[src/rtl/alu_ctl_pkg.sv]
// Shared encodings for the registered ALU control generator.
// ALUCTL_MULDIV_EN adds the ITER/COMMIT states used by MULT/DIVU sequencing.
package alu_ctl_pkg;

    localparam logic [3:0] CTL_AND     = 4'b0000;
    localparam logic [3:0] CTL_OR      = 4'b0001;
    localparam logic [3:0] CTL_ADD     = 4'b0010;
    localparam logic [3:0] CTL_MSTEP   = 4'b0011;
    localparam logic [3:0] CTL_DSTEP   = 4'b0100;
    localparam logic [3:0] CTL_COMMIT  = 4'b0101;
    localparam logic [3:0] CTL_SUB     = 4'b0110;
    localparam logic [3:0] CTL_SLT     = 4'b0111;
    localparam logic [3:0] CTL_LUI     = 4'b1000;
    localparam logic [3:0] CTL_NOR     = 4'b1100;
    localparam logic [3:0] CTL_ILLEGAL = 4'b1111;

    typedef enum logic [1:0] {
        ALUOP_ADD   = 2'b00,
        ALUOP_SUB   = 2'b01,
        ALUOP_RTYPE = 2'b10,
        ALUOP_ITYPE = 2'b11
    } alu_op_e;

    localparam logic [5:0] FN_ADD  = 6'b100000;
    localparam logic [5:0] FN_SUB  = 6'b100010;
    localparam logic [5:0] FN_AND  = 6'b100100;
    localparam logic [5:0] FN_OR   = 6'b100101;
    localparam logic [5:0] FN_NOR  = 6'b100111;
    localparam logic [5:0] FN_SLT  = 6'b101010;
    localparam logic [5:0] FN_MULT = 6'b011000;
    localparam logic [5:0] FN_DIVU = 6'b011011;

    localparam logic [2:0] IOP_AND = 3'b100;
    localparam logic [2:0] IOP_OR  = 3'b101;
    localparam logic [2:0] IOP_SLT = 3'b010;
    localparam logic [2:0] IOP_LUI = 3'b111;

    typedef enum logic [1:0] {
        ST_IDLE   = 2'd0,
`ifdef ALUCTL_MULDIV_EN
        ST_ITER   = 2'd2,
        ST_COMMIT = 2'd3,
`endif
        ST_EMIT   = 2'd1
    } state_e;

endpackage

[src/rtl/alu_ctl_decode.sv]
// Combinational {alu_op, func_code} decoder; MULT/DIVU are flagged only
// when ALUCTL_MULDIV_EN is defined, otherwise they decode as illegal.
module alu_ctl_decode
    import alu_ctl_pkg::*;
(
    input  logic [1:0] alu_op,
    input  logic [5:0] func_code,
    output logic [3:0] code,
    output logic       illegal,
    output logic       is_mul,
    output logic       is_div
);

    always_comb begin
        code    = CTL_ILLEGAL;
        illegal = 1'b1;
        is_mul  = 1'b0;
        is_div  = 1'b0;
        case (alu_op)
            ALUOP_ADD: begin code = CTL_ADD; illegal = 1'b0; end
            ALUOP_SUB: begin code = CTL_SUB; illegal = 1'b0; end
            ALUOP_RTYPE: begin
                case (func_code)
                    FN_ADD: begin code = CTL_ADD; illegal = 1'b0; end
                    FN_SUB: begin code = CTL_SUB; illegal = 1'b0; end
                    FN_AND: begin code = CTL_AND; illegal = 1'b0; end
                    FN_OR:  begin code = CTL_OR;  illegal = 1'b0; end
                    FN_NOR: begin code = CTL_NOR; illegal = 1'b0; end
                    FN_SLT: begin code = CTL_SLT; illegal = 1'b0; end
`ifdef ALUCTL_MULDIV_EN
                    FN_MULT: begin code = CTL_MSTEP; illegal = 1'b0; is_mul = 1'b1; end
                    FN_DIVU: begin code = CTL_DSTEP; illegal = 1'b0; is_div = 1'b1; end
`endif
                    default: ;
                endcase
            end
            default: begin
                case (func_code[2:0])
                    IOP_AND: begin code = CTL_AND; illegal = 1'b0; end
                    IOP_OR:  begin code = CTL_OR;  illegal = 1'b0; end
                    IOP_SLT: begin code = CTL_SLT; illegal = 1'b0; end
                    IOP_LUI: begin code = CTL_LUI; illegal = 1'b0; end
                    default: ;
                endcase
            end
        endcase
    end

endmodule

[src/rtl/alu_control_seq.sv]
// Registered, handshaked ALU control generator with optional MULT/DIVU
// step sequencing (enabled by defining ALUCTL_MULDIV_EN).
module alu_control_seq
    import alu_ctl_pkg::*;
#(
    parameter int CTL_W = 4,
    parameter int ITER  = 32
) (
    input  logic             clk,
    input  logic             rst_n,
    input  logic             in_valid,
    output logic             in_ready,
    input  logic [1:0]       alu_op,
    input  logic [5:0]       func_code,
    output logic             out_valid,
    input  logic             out_ready,
    output logic [CTL_W-1:0] alu_ctl,
    output logic             out_last,
    output logic             illegal
);

    logic [3:0] dec_code;
    logic       dec_illegal;
    logic       dec_is_mul;
    logic       dec_is_div;

    alu_ctl_decode u_decode (
        .alu_op    (alu_op),
        .func_code (func_code),
        .code      (dec_code),
        .illegal   (dec_illegal),
        .is_mul    (dec_is_mul),
        .is_div    (dec_is_div)
    );

    state_e           state_q, state_d;
    logic             out_valid_q, out_valid_d;
    logic [CTL_W-1:0] alu_ctl_q, alu_ctl_d;
    logic             out_last_q, out_last_d;
    logic             illegal_q, illegal_d;
    logic             take, accept;

`ifdef ALUCTL_MULDIV_EN
    localparam int CNT_W = (ITER > 1) ? $clog2(ITER) : 1;
    logic [CNT_W-1:0] cnt_q, cnt_d;
`else
    logic unused_muldiv;
    assign unused_muldiv = dec_is_mul | dec_is_div;
`endif

    assign in_ready = !out_valid_q || (out_ready && out_last_q);
    assign take     = out_valid_q && out_ready;
    assign accept   = in_valid && in_ready;

    always_comb begin
        state_d     = state_q;
        out_valid_d = out_valid_q;
        alu_ctl_d   = alu_ctl_q;
        out_last_d  = out_last_q;
        illegal_d   = illegal_q;
`ifdef ALUCTL_MULDIV_EN
        cnt_d       = cnt_q;
`endif
        case (state_q)
`ifdef ALUCTL_MULDIV_EN
            ST_ITER: begin
                if (take) begin
                    if (cnt_q == CNT_W'(ITER - 1)) begin
                        state_d    = ST_COMMIT;
                        alu_ctl_d  = CTL_W'(CTL_COMMIT);
                        out_last_d = 1'b1;
                    end else begin
                        cnt_d = cnt_q + CNT_W'(1);
                    end
                end
            end
`endif
            // IDLE, EMIT and COMMIT share one rule: the last beat is out (or none
            // is pending), so an accepted request loads directly with no bubble.
            default: begin
                if (accept) begin
                    out_valid_d = 1'b1;
                    illegal_d   = dec_illegal;
                    alu_ctl_d   = CTL_W'(dec_code);
                    state_d     = ST_EMIT;
                    out_last_d  = 1'b1;
`ifdef ALUCTL_MULDIV_EN
                    if (dec_is_mul || dec_is_div) begin
                        state_d    = ST_ITER;
                        cnt_d      = '0;
                        out_last_d = 1'b0;
                    end
`endif
                end else if (take) begin
                    state_d     = ST_IDLE;
                    out_valid_d = 1'b0;
                end
            end
        endcase
    end

    always_ff @(posedge clk or negedge rst_n) begin
        if (!rst_n) begin
            state_q     <= ST_IDLE;
            out_valid_q <= 1'b0;
            alu_ctl_q   <= '0;
            out_last_q  <= 1'b0;
            illegal_q   <= 1'b0;
`ifdef ALUCTL_MULDIV_EN
            cnt_q       <= '0;
`endif
        end else begin
            state_q     <= state_d;
            out_valid_q <= out_valid_d;
            alu_ctl_q   <= alu_ctl_d;
            out_last_q  <= out_last_d;
            illegal_q   <= illegal_d;
`ifdef ALUCTL_MULDIV_EN
            cnt_q       <= cnt_d;
`endif
        end
    end

    assign out_valid = out_valid_q;
    assign alu_ctl   = alu_ctl_q;
    assign out_last  = out_last_q;
    assign illegal   = illegal_q;

endmodule

[config.mk]
export PLATFORM = sky130hd
export DESIGN_NAME = alu_control_seq
export DESIGN_NICKNAME = d
export VERILOG_FILES = /design/src/rtl/alu_ctl_pkg.sv /design/src/rtl/alu_ctl_decode.sv /design/src/rtl/alu_control_seq.sv
export SDC_FILE = /design/constraint.sdc
export NUM_CORES = 1
export LEC_CHECK = 0
export CAP_MARGIN = 0
export CELL_PAD_IN_SITES_DETAIL_PLACEMENT = 2
export CELL_PAD_IN_SITES_GLOBAL_PLACEMENT = 2
export CORE_MARGIN = 2
export CORE_UTILIZATION = 23
export CTS_CLUSTER_DIAMETER = 80
export DETAILED_ROUTE_END_ITERATION = 8
export PLACE_DENSITY = 0.8
export SLEW_MARGIN = 10
export SYNTH_ARGS = -nofsm -noshare
export SYNTH_HDL_FRONTEND = slang
export SYNTH_SLANG_ARGS = --single-unit
[constraint.sdc]
create_clock -name clk -period 3.4 [get_ports clk]
set_input_delay 0.34 -clock clk [delete_from_list [all_inputs] [get_ports clk]]
set_output_delay 0.34 -clock clk [all_outputs]
set_load 0.05 [all_outputs]
# Word-level counts from Yosys, hierarchy flattened

Index checks and enable logic that the tools add are counted.

Flip-flop bits (word level): 7
Input bits: 12
Output and inout bits: 8

Equal/unequal tests: 12
Multiplexer cells: 8
Reductions and logical operators: 10

Operators with widths:

| kind               | count |
|---|---|
| $eq 6x6->1 const B | 6 |
| $pmux 4 s6         | 1 |
| $pmux 4 s4         | 1 |
| $pmux 4 s3         | 1 |
| $eq 3x3->1 const B | 3 |
| $reduce_or 6->1    | 1 |
| $mux 1             | 4 |
| $reduce_or 4->1    | 1 |
| $eq 3x2->1 const B | 1 |
| $logic_and 1x1->1  | 3 |
| $eq 2x1->1 const B | 1 |
| $eq 2x2->1 const B | 1 |
| $logic_not 2->1    | 1 |
| $pmux 1 s2         | 1 |
| $reduce_bool 2->1  | 1 |
| $reduce_or 2->1    | 1 |
| $logic_not 1->1    | 1 |
| $logic_or 1x1->1   | 1 |

# Logic depth before layout (Yosys ltp)

Gate-level depths: netlist (run 1).

Depth after elaboration: 4
Depth in mapped cells: 5
Depth with buffers taken out: 4

# Hierarchy

From an unflattened synthesis (run 1), not the netlist that was laid out.

Cell total of the unflattened synthesis: 66
Area total of the unflattened synthesis: 564.3 sq um

Modules (own cells, without submodules):

| module          | times used | cells each | area each (sq um) |
|---|---|---|---|
| alu_control_seq | 1          | 30         | 319.1 |
| alu_ctl_decode  | 1          | 36         | 245.2 |

# Least setup slack after synthesis (run 1)

No wires, ideal clock.

Kind: reg-to-reg
From: register out_last_q, in the netlist out_last
To: register alu_ctl_q[1], in the netlist alu_ctl[1]
Library setup time: 0.121 ns
Arrival time: 1.558 ns
Data required time: 3.279 ns
Path slack: 1.721 ns
Cell stages (with the launch flop): 5
Cells stage by stage: dfrtp_1 -> a21bo_2 -> and2_1 -> nand4_1 -> o22a_1

Word-level cells in the longest chain between the ends: 3

RTL lines:

| what                     | line                   | RTL |
|---|---|---|
| start: declaration       | alu_control_seq.sv:39  | `logic out_last_q, out_last_d;` |
| start signal: assignment | alu_control_seq.sv:116 | `out_last_q <= out_last_d;` |
| $logic_and 1x1->1        | alu_control_seq.sv:51  | `assign in_ready = !out_valid_q \|\| (out_ready && out_last_q);` |
| $logic_or 1x1->1         | alu_control_seq.sv:51  |  |
| net in_ready             | alu_control_seq.sv:12  | `output logic in_ready,` |
| $logic_and 1x1->1        | alu_control_seq.sv:53  | `assign accept = in_valid && in_ready;` |
| end signal: assignment   | alu_control_seq.sv:115 | `alu_ctl_q <= alu_ctl_d;` |
| end: declaration         | alu_control_seq.sv:38  | `logic [CTL_W-1:0] alu_ctl_q, alu_ctl_d;` |

The timed path passes the listed nets, and every way through them passes these cells.
A chain may end at the register's enable or synchronous reset.

# Worst setup path in the final report (run 1)

From: input out_ready
To: output in_ready

Word-level cells in the longest chain between the ends: 2

RTL lines:

| what               | line                  | RTL |
|---|---|---|
| start: declaration | alu_control_seq.sv:16 | `input logic out_ready,` |
| $logic_and 1x1->1  | alu_control_seq.sv:51 |  |
| $logic_or 1x1->1   | alu_control_seq.sv:51 |  |
| end: declaration   | alu_control_seq.sv:12 |  |

Every way passes these cells.

==> flow_summary.json, run 1 <==
{
  "outcome": "finished, final reports clean",
  "ys_ff_latch": 7,
  "wl_mm": 1.357,
  "cts_root_buf": "clkbuf_4",
  "syn_nets": 62,
  "fin_crit_ps": 2124,
  "num_antenna_cells": 0,
  "cts-resized-gates": 0,
  "avgViaCountPerCell": 4.758,
  "cap_violations": 0,
  "min_period_over_period_pct": 62.47,
  "postCtsSetupRepairBufs": 0,
  "layout.nets": 85,
  "place_ws_ps": 1272,
  "pwr_density_cell_mw_per_mm2": 421.8,
  "netlist_top_cells_area": "dfrtp_1, nand2_1, nand2b_4",
  "syn_area_um2": 455.4,
  "worst_pin_slew_ps": 498.1,
  "syn_inst": 50,
  "setup_slack_ps": 1276,
  "synthArstFlopShare_pct": 100.0,
  "fin_worst_skew_ps": 2.286,
  "worst_ep_arrival_time_ps": 1780,
  "drive_gt1_share_pct": 12.50,
  "cts_buffers": 3,
  "portBuffers": 19,
  "ys_seq_area_share_pct": 38.46,
  "synth_top_cells_by_count": "nand2_1, dfrtp_1, o21ai_0",
  "rows": 16,
  "crit_path_end_kind": "output port",
  "ys.flop_type": "dfrtp_1",
  "hp-class": "input port to asynchronous set/reset pin",
  "path_class": "input port to output port",
  "drtAntennaViolNets": 0,
  "multiInputGateArea_um2": 267.8,
  "finalHoldViolations": 0,
  "clk_latency_ps": 260,
  "grt_pass1_wl_mm": 2.304,
  "antenna_found_initial": 0,
  "setup-violations-final": 0,
  "clockBufferDepth": 2,
  "cts.sinks": 7,
  "first_global_vias": 490,
  "cts_tree": "done",
  "drv_slew": 0,
  "initial_core_util_pct": 23.70,
  "die_h_um": 48.50,
  "synth_edf_count": 0,
  "power.leakage_nw": 0.2795,
  "yosys_warnings": 0,
  "rsz0062_at_grt": "no",
  "core_mm2": 0.001922,
  "regArea_um2": 175.2,
  "setup_tns_ps": 0,
  "crit_fanout": 4,
  "synth_cell_types": 30,
  "fmax_ghz": 0.4708,
  "die-area_mm2": 0.002352,
  "num_vias": 471,
  "area_growth_pct": 53.85,
  "yosysTopAreaCell": "dfrtp_1",
  "io_pins": 20,
  "path_clk_slew_ps": 50,
  "dp_hpwl_mm": 1.158,
  "grt_overflow_total": 0,
  "holdBufCountCts": 0,
  "dr.pass1.iters": 2,
  "die_x_um": 48.50,
  "grt_start_max_net_pins": 11,
  "drt_drc_violations_left": 0,
  "required_ps": 3060,
  "start_kind": "input port",
  "syn_avg_cell_area_um2": 9.109,
  "yosys.area.top_type_share_pct": 38.46,
  "htreeDepth": 1,
  "synth_most_common_cell": "nand2_1",
  "track_usage_pct": 13.48,
  "wl_per_cell_um": 13.71,
  "peakVddDrop_uv": 118.9,
  "fillers": 243,
  "gp_congestion": 0.7439,
  "max_slew_margin_pct": 66.69,
  "drt_iter0_drc": 2
}
## power by group
group | leakage [nW] | internal (mW) | switching (mW)
logic | 0.186 | 0.0468 | 0.0722
registers | 0.0786 | 0.0940 | 0.00556
clock network | 0.0150 | 0.0449 | 0.0321
## layout make-up
| type | instances | share of cell area (%) |
|---|---|---|
| Clock buffer | 4 | 3.750 |
| Inverter | 2 | 1.071 |
| Multi-Input combinational cell | 40 | 38.21 |
| Sequential cell | 7 | 25.00 |
| Tap cell | 27 | 4.821 |
| Timing Repair Buffer | 19 | 27.14 |
## cell usage in the layout (no fill, tap or decap), drive strengths merged
cell type / n
or2b: 1
o21ai: 4
dfrtp: 7
a41oi: 1
a21bo: 1
a21o: 1
clkdlybuf4s50: 19
a31oi: 1
nand2: 8
o21bai: 1
a21oi: 1
o2111ai: 1
inv: 2
nand3b: 1
o22a: 2
o211ai: 2
nand2b: 4
and3: 1
nor2b: 3
nor2: 2
clkbuf: 4
or3: 1
o221ai: 1
and2: 1
a22o: 1
nand4: 1
## cells by family (layout without fill, tap and decap cells)
| logic type | count (synthesis) | in the layout | share of synthesized area (%) |
|---|---|---|---|
| AOI/OAI and AO/OA | 17 | 17 | 28.30 |
| buffers and inverters | 3 | 25 | 2.745 |
| DFF | 7 | 7 | 38.46 |
| and+or+nand+nor | 23 | 23 | 30.50 |
## worst max-delay path, stage by stage
cell and delay, ps:
clkdlybuf4s50_1 480, a21bo_2 160, clkdlybuf4s50_1 800
## routing by layer
layer	GRT usage [%]	wire length [µm]
met5	0	0
met4	8.571	38
met3	4.012	83
met2	24.07	703
met1	13.65	532
## flip-flops by register name, indices dropped and copies added, names as in the netlist
name / cells
alu_ctl: 4
illegal: 1
out_last: 1
out_valid: 1
## path summary, 6_finish.rpt
check	depth (start not counted)	start	slack [ps]	to
hold / removal	1	rst_n	340	alu_ctl[1]$_DFFE_PN0P_
setup / recovery	3	out_ready	1280	in_ready
min in group clk	2	illegal$_DFFE_PN0P_	470	illegal$_DFFE_PN0P_
setup reg to reg	4	out_valid$_DFFE_PN0P_	2050	alu_ctl[1]$_DFFE_PN0P_
max in group asynchronous	1	rst_n	2820	alu_ctl[0]$_DFFE_PN0P_
hold reg to reg	2	illegal$_DFFE_PN0P_	470	illegal$_DFFE_PN0P_
## per-stage QoR
step / hold slack, ps / utilization, % / power (mW) / cell area [µm²] / cells
floorplan: 44.41 / - / 0.1706 / 455.4 / 50
CTS: 349.5 / 36.46 / 0.2996 / 700.7 / 99
global placement: 464.7 / 35.09 / 0.2182 / 674.4 / 95
detailed placement: 462.8 / 35.09 / 0.2216 / 674.4 / 95
finish: 341.1 / 36.46 / 0.2956 / 700.7 / 99
global route: 367.0 / 36.46 / 0.3115 / 700.7 / 99
Note: power is estimated with default switching activity, not from simulation.
==> run 2: changes to the inputs <==
- CORE_UTILIZATION: 23 -> 22
- PLACE_DENSITY: 0.8 -> 0.77
- clock period: 3.4 -> 2.05 ns (I/O delays scaled with it)
==> run 2 against run 1 <==
Critical path depth shrank 2; via count shrank 0.64%; final area shrank 0.36%; sequential power up 68%.
==> flow_summary.json, run 2 (synthesis results as in run 1) <==
{
  "outcome": "finished, final reports clean",
  "setup_tns_ps": 0,
  "setup_slack_ps": 419.4,
  "die-area_mm2": 0.002450,
  "final_cell_mix": "clkdlybuf4s50_1, nand2_1, dfrtp_1",
  "wl_per_cell_um": 13.64,
  "required_ps": 1850,
  "cts_root_buf": "clkbuf_4",
  "gp_congestion": 0.8185,
  "fin_worst_skew_ps": 1.438,
  "num_antenna_cells": 0,
  "cts_buffers": 3,
  "r2r-start": "out_valid$_DFFE_PN0P_",
  "fmax_ghz": 0.6133,
  "final_common_cell": "clkdlybuf4s50_1",
  "crit_path_end_kind": "output port",
  "critical_path.top_delay_family": "buffers and inverters",
  "die_x_um": 49.50,
  "rsz0062_at_grt": "no",
  "first_global_vias": 542,
  "drive_gt1_share_pct": 13.89,
  "peakVddDrop_uv": 216.4,
  "fin_crit_ps": 1631,
  "dr.pass1.iters": 2,
  "path_class": "flop to output port",
  "holdBufCountCts": 0,
  "cts-resized-gates": 0,
  "cp_slowest_cell": "clkdlybuf4s50_1",
  "track_usage_pct": 12.44,
  "portBuffers": 19,
  "grt_pass1_wl_mm": 2.304,
  "r2r_setup_slack_ps": 750,
  "rows": 16,
  "cap_violations": 0,
  "hp-class": "input port to asynchronous set/reset pin",
  "dp_hpwl_mm": 1.159,
  "antenna_found_initial": 0,
  "clockBufferDepth": 2,
  "io_pins": 20,
  "worst_ep_arrival_time_ps": 1430,
  "htreeDepth": 1,
  "path_clk_slew_ps": 50,
  "power.leakage_nw": 0.2799,
  "drtAntennaViolNets": 0,
  "largest_reg_flops": 4,
  "drv_slew": 0,
  "max_slew_margin_pct": 66.02,
  "min_period_over_period_pct": 79.54,
  "rr_worst_depth": 4,
  "cp_cell_sequence": "clkdlybuf4s50_1",
  "layout.nets": 85,
  "area_growth_pct": 53.30,
  "cts_tree": "done",
  "crit_fanout": 2,
  "setup-violations-final": 0,
  "drt_drc_violations_left": 0,
  "wl_mm": 1.350,
  "num_vias": 468,
  "cts.sinks": 7,
  "r2r_end": "alu_ctl[1]$_DFFE_PN0P_",
  "grt_start_max_net_pins": 11,
  "clk_latency_ps": 250,
  "worst_pin_slew_ps": 508.1,
  "place_ws_ps": 434.6,
  "crit_path_start": "alu_ctl[0]$_DFFE_PN0P_",
  "postCtsSetupRepairBufs": 0,
  "max_stage_delay_ps": 820,
  "core_mm2": 0.001962,
  "start_kind": "flop",
  "critPathBufInv": 1,
  "avgViaCountPerCell": 4.727,
  "pwr_density_cell_mw_per_mm2": 694.6,
  "drt_iter0_drc": 2,
  "die_h_um": 49.50,
  "finalHoldViolations": 0,
  "initial_core_util_pct": 23.21,
  "grt_overflow_total": 0
}
==> run 2: cell count changes in the layout (fill, tap and decap cells not counted), sizes merged <==
cell | before | now
buf | 0 | 1
clkdlybuf4s50 | 19 | 18
==> run 2: how the worst max path moves through the flow <==
stage          cells after the start                      to  slack [ps]
2_1_floorplan                      4  alu_ctl[1]$_DFFE_PN0P_         370
3_3_place_gp                       5  alu_ctl[1]$_DFFE_PN0P_         460
3_5_place_dp                       5  alu_ctl[2]$_DFFE_PN0P_         430
4_1_cts                            1              alu_ctl[0]         390
5_1_grt                            1                out_last         370
6_report                           1              alu_ctl[0]         420
==> run 2: area by class of cell <==
type	instances	area [µm²]
clock buffers	4	26.28
fillers	247	1264
inverters	2	7.507
multi-input cells	40	267.8
flip-flops and latches	7	175.2
well taps	27	33.78
repair buffers	19	187.7
==> run 2: power by group <==
group	internal (mW)	switching (mW)	leakage (nW)	total, mW
Clock	0.0741	0.0480	0.0150	0.122
Sequential	0.156	0.0107	0.0786	0.167
Combinational	0.0769	0.119	0.186	0.196
==> run 2: per-layer routing <==
| metal | GRT usage (%) | wire, µm | vias up |
|---|---|---|---|
| li1 | - | - | 227 |
| met1 | 13.45 | 562 | 222 |
| met2 | 22.75 | 716 | 19 |
| met3 | 2.121 | 71 | 0 |
| met4 | 6.944 | 0 | 0 |
| met5 | 0 | 0 | - |
==> run 2: per-stage QoR <==
stage	hold WS (ps)	util, %	instances	area, µm²	total power [mW]
floorplan	-90.59	-	50	455.4	0.2830
global placement	474.3	34.25	95	671.9	0.3629
detailed placement	476.0	34.25	95	671.9	0.3681
CTS	212.5	35.59	99	698.2	0.4969
global route	236.8	35.59	99	698.2	0.5142
finish	222.9	35.59	99	698.2	0.4850
==> run 3: changes to the inputs <==
- CORE_UTILIZATION: 22 -> 20
- PLACE_DENSITY: 0.77 -> 0.74
- clock period: 2.05 -> 1.44 ns (I/O delays scaled with it)
==> run 3 against run 2 <==
Final area up 13%; first-iteration DRC count unchanged; register-to-register slack got worse by 500 ps; flip-flop and latch count did not move; global-route usage rose by 1.2 points; non-clock buffer count is 11 higher; routed wire length up 10%; largest power group unchanged; highest routed layer is now met4.
==> flow_summary.json, run 3 (synthesis results as in run 1) <==
{
  "outcome": "finished, final reports clean",
  "finalHoldViolations": 0,
  "cts_root_buf": "clkbuf_4",
  "gp_congestion": 0.7788,
  "timing.hold.ws_ps": 164.6,
  "track_usage_pct": 13.59,
  "dr.pass1.iters": 2,
  "drive_gt1_share_pct": 37.35,
  "cts_buffers": 3,
  "drt_iter0_drc": 2,
  "antenna_found_initial": 0,
  "htreeDepth": 1,
  "final_area_um2": 788.3,
  "min_period_over_period_pct": 90.37,
  "fillers": 254,
  "drtAntennaViolNets": 0,
  "required_ps": 1300,
  "worst_ep_arrival_time_ps": 1160,
  "pwr_density_cell_mw_per_mm2": 913.3,
  "power.leakage_nw": 0.3463,
  "area_growth_pct": 73.08,
  "r2r_setup_slack_ps": 250,
  "final_cell_mix": "buf_4, clkdlybuf4s50_1, nand2_1",
  "r2r-start": "out_valid$_DFFE_PN0P_",
  "crit_fanout": 3,
  "final_common_cell": "buf_4",
  "setup-violations-final": 0,
  "grt_pass1_wl_mm": 2.608,
  "core_mm2": 0.002191,
  "clockBufferDepth": 2,
  "max_slew_margin_pct": 76.81,
  "cts_tree": "done",
  "holdBufCountCts": 0,
  "crit_path_end_kind": "output port",
  "initial_core_util_pct": 20.79,
  "portBuffers": 19,
  "die_x_um": 51.72,
  "die-area_mm2": 0.002675,
  "avgViaCountPerCell": 4.577,
  "clk_latency_ps": 250,
  "drt_drc_violations_left": 0,
  "cts-resized-gates": 0,
  "path_clk_slew_ps": 50,
  "grt_start_max_net_pins": 10,
  "multiInputGateArea_um2": 276.5,
  "dp_hpwl_mm": 1.301,
  "postCtsSetupRepairBufs": 0,
  "start_kind": "flop",
  "hp-class": "input port to asynchronous set/reset pin",
  "rsz0062_at_grt": "no",
  "num_vias": 508,
  "wl_mm": 1.488,
  "postPlaceCellArea_um2": 762.0,
  "drv_slew": 0,
  "grt_overflow_total": 0,
  "path_class": "flop to output port",
  "rows": 17,
  "num_antenna_cells": 0,
  "peakVddDrop_uv": 339.4,
  "die_h_um": 51.72,
  "fin_worst_skew_ps": 7.501,
  "io_pins": 20,
  "cts.sinks": 7,
  "first_global_vias": 600,
  "fmax_ghz": 0.7684,
  "rr_worst_depth": 4,
  "layout.nets": 96,
  "regArea_um2": 177.7,
  "fin_crit_ps": 1301,
  "cap_violations": 0,
  "worst_pin_slew_ps": 346.7,
  "r2r_end": "alu_ctl[1]$_DFFE_PN0P_",
  "largest_reg_flops": 4,
  "wl_per_cell_um": 13.41
}
## run 3: cell count changes in the layout (fill, tap and decap cells not counted), sizes merged
cell,delta
clkdlybuf4s50,-7
buf,+18
## run 3: metal layers
layer / share of wire [%] / GRT usage, % / vias to the layer above
met5: 0 / 0 / -
met4: 0.81 / 7.895 / 0
met3: 4.3 / 1.724 / 2
met2: 54 / 25.21 / 18
met1: 40 / 14.59 / 240
li1: - / - / 248
## run 3: worst max path at each step
stage                                      from                      to
final                      out_last$_DFFE_PN0P_                in_ready
after global routing               func_code[2]  alu_ctl[3]$_DFFE_PN0P_
after floorplan           out_valid$_DFFE_PN0P_  alu_ctl[1]$_DFFE_PN0P_
after global placement             func_code[0]  alu_ctl[2]$_DFFE_PN0P_
after CTS                  out_last$_DFFE_PN0P_                in_ready
after detailed placement           func_code[1]  alu_ctl[3]$_DFFE_PN0P_
## run 3: layout make-up
type | count | share of cell area [%]
flip-flops and latches | 7 | 22.54
clock buffers | 4 | 3.333
inverters | 2 | 0.9524
repair buffers | 30 | 33.65
well taps | 28 | 4.444
multi-input cells | 40 | 35.08
## run 3: per-stage QoR
step	cells	util (%)	TNS, ps	setup slack (ps)	power [mW]
2_1_floorplan	50	-	0	21.24	0.4086
3_3_place_gp	107	34.78	-59.20	-48.24	0.5449
3_5_place_dp	107	34.78	-174.5	-89.08	0.5529
4_1_cts	111	35.98	0	122.8	0.7372
5_1_grt	111	35.98	0	41.15	0.7667
6_report	111	35.98	0	138.7	0.7199
## run 3: report_power, final
part | internal [mW] | switching [mW]
clock | 0.106 | 0.0694
combinational | 0.131 | 0.177
sequential | 0.222 | 0.0149
## run 3: worst max-delay path, stage by stage (launching register included)
cell and delay (ps):
dfrtp_2 420, a21bo_4 210, buf_4 140, buf_12 140
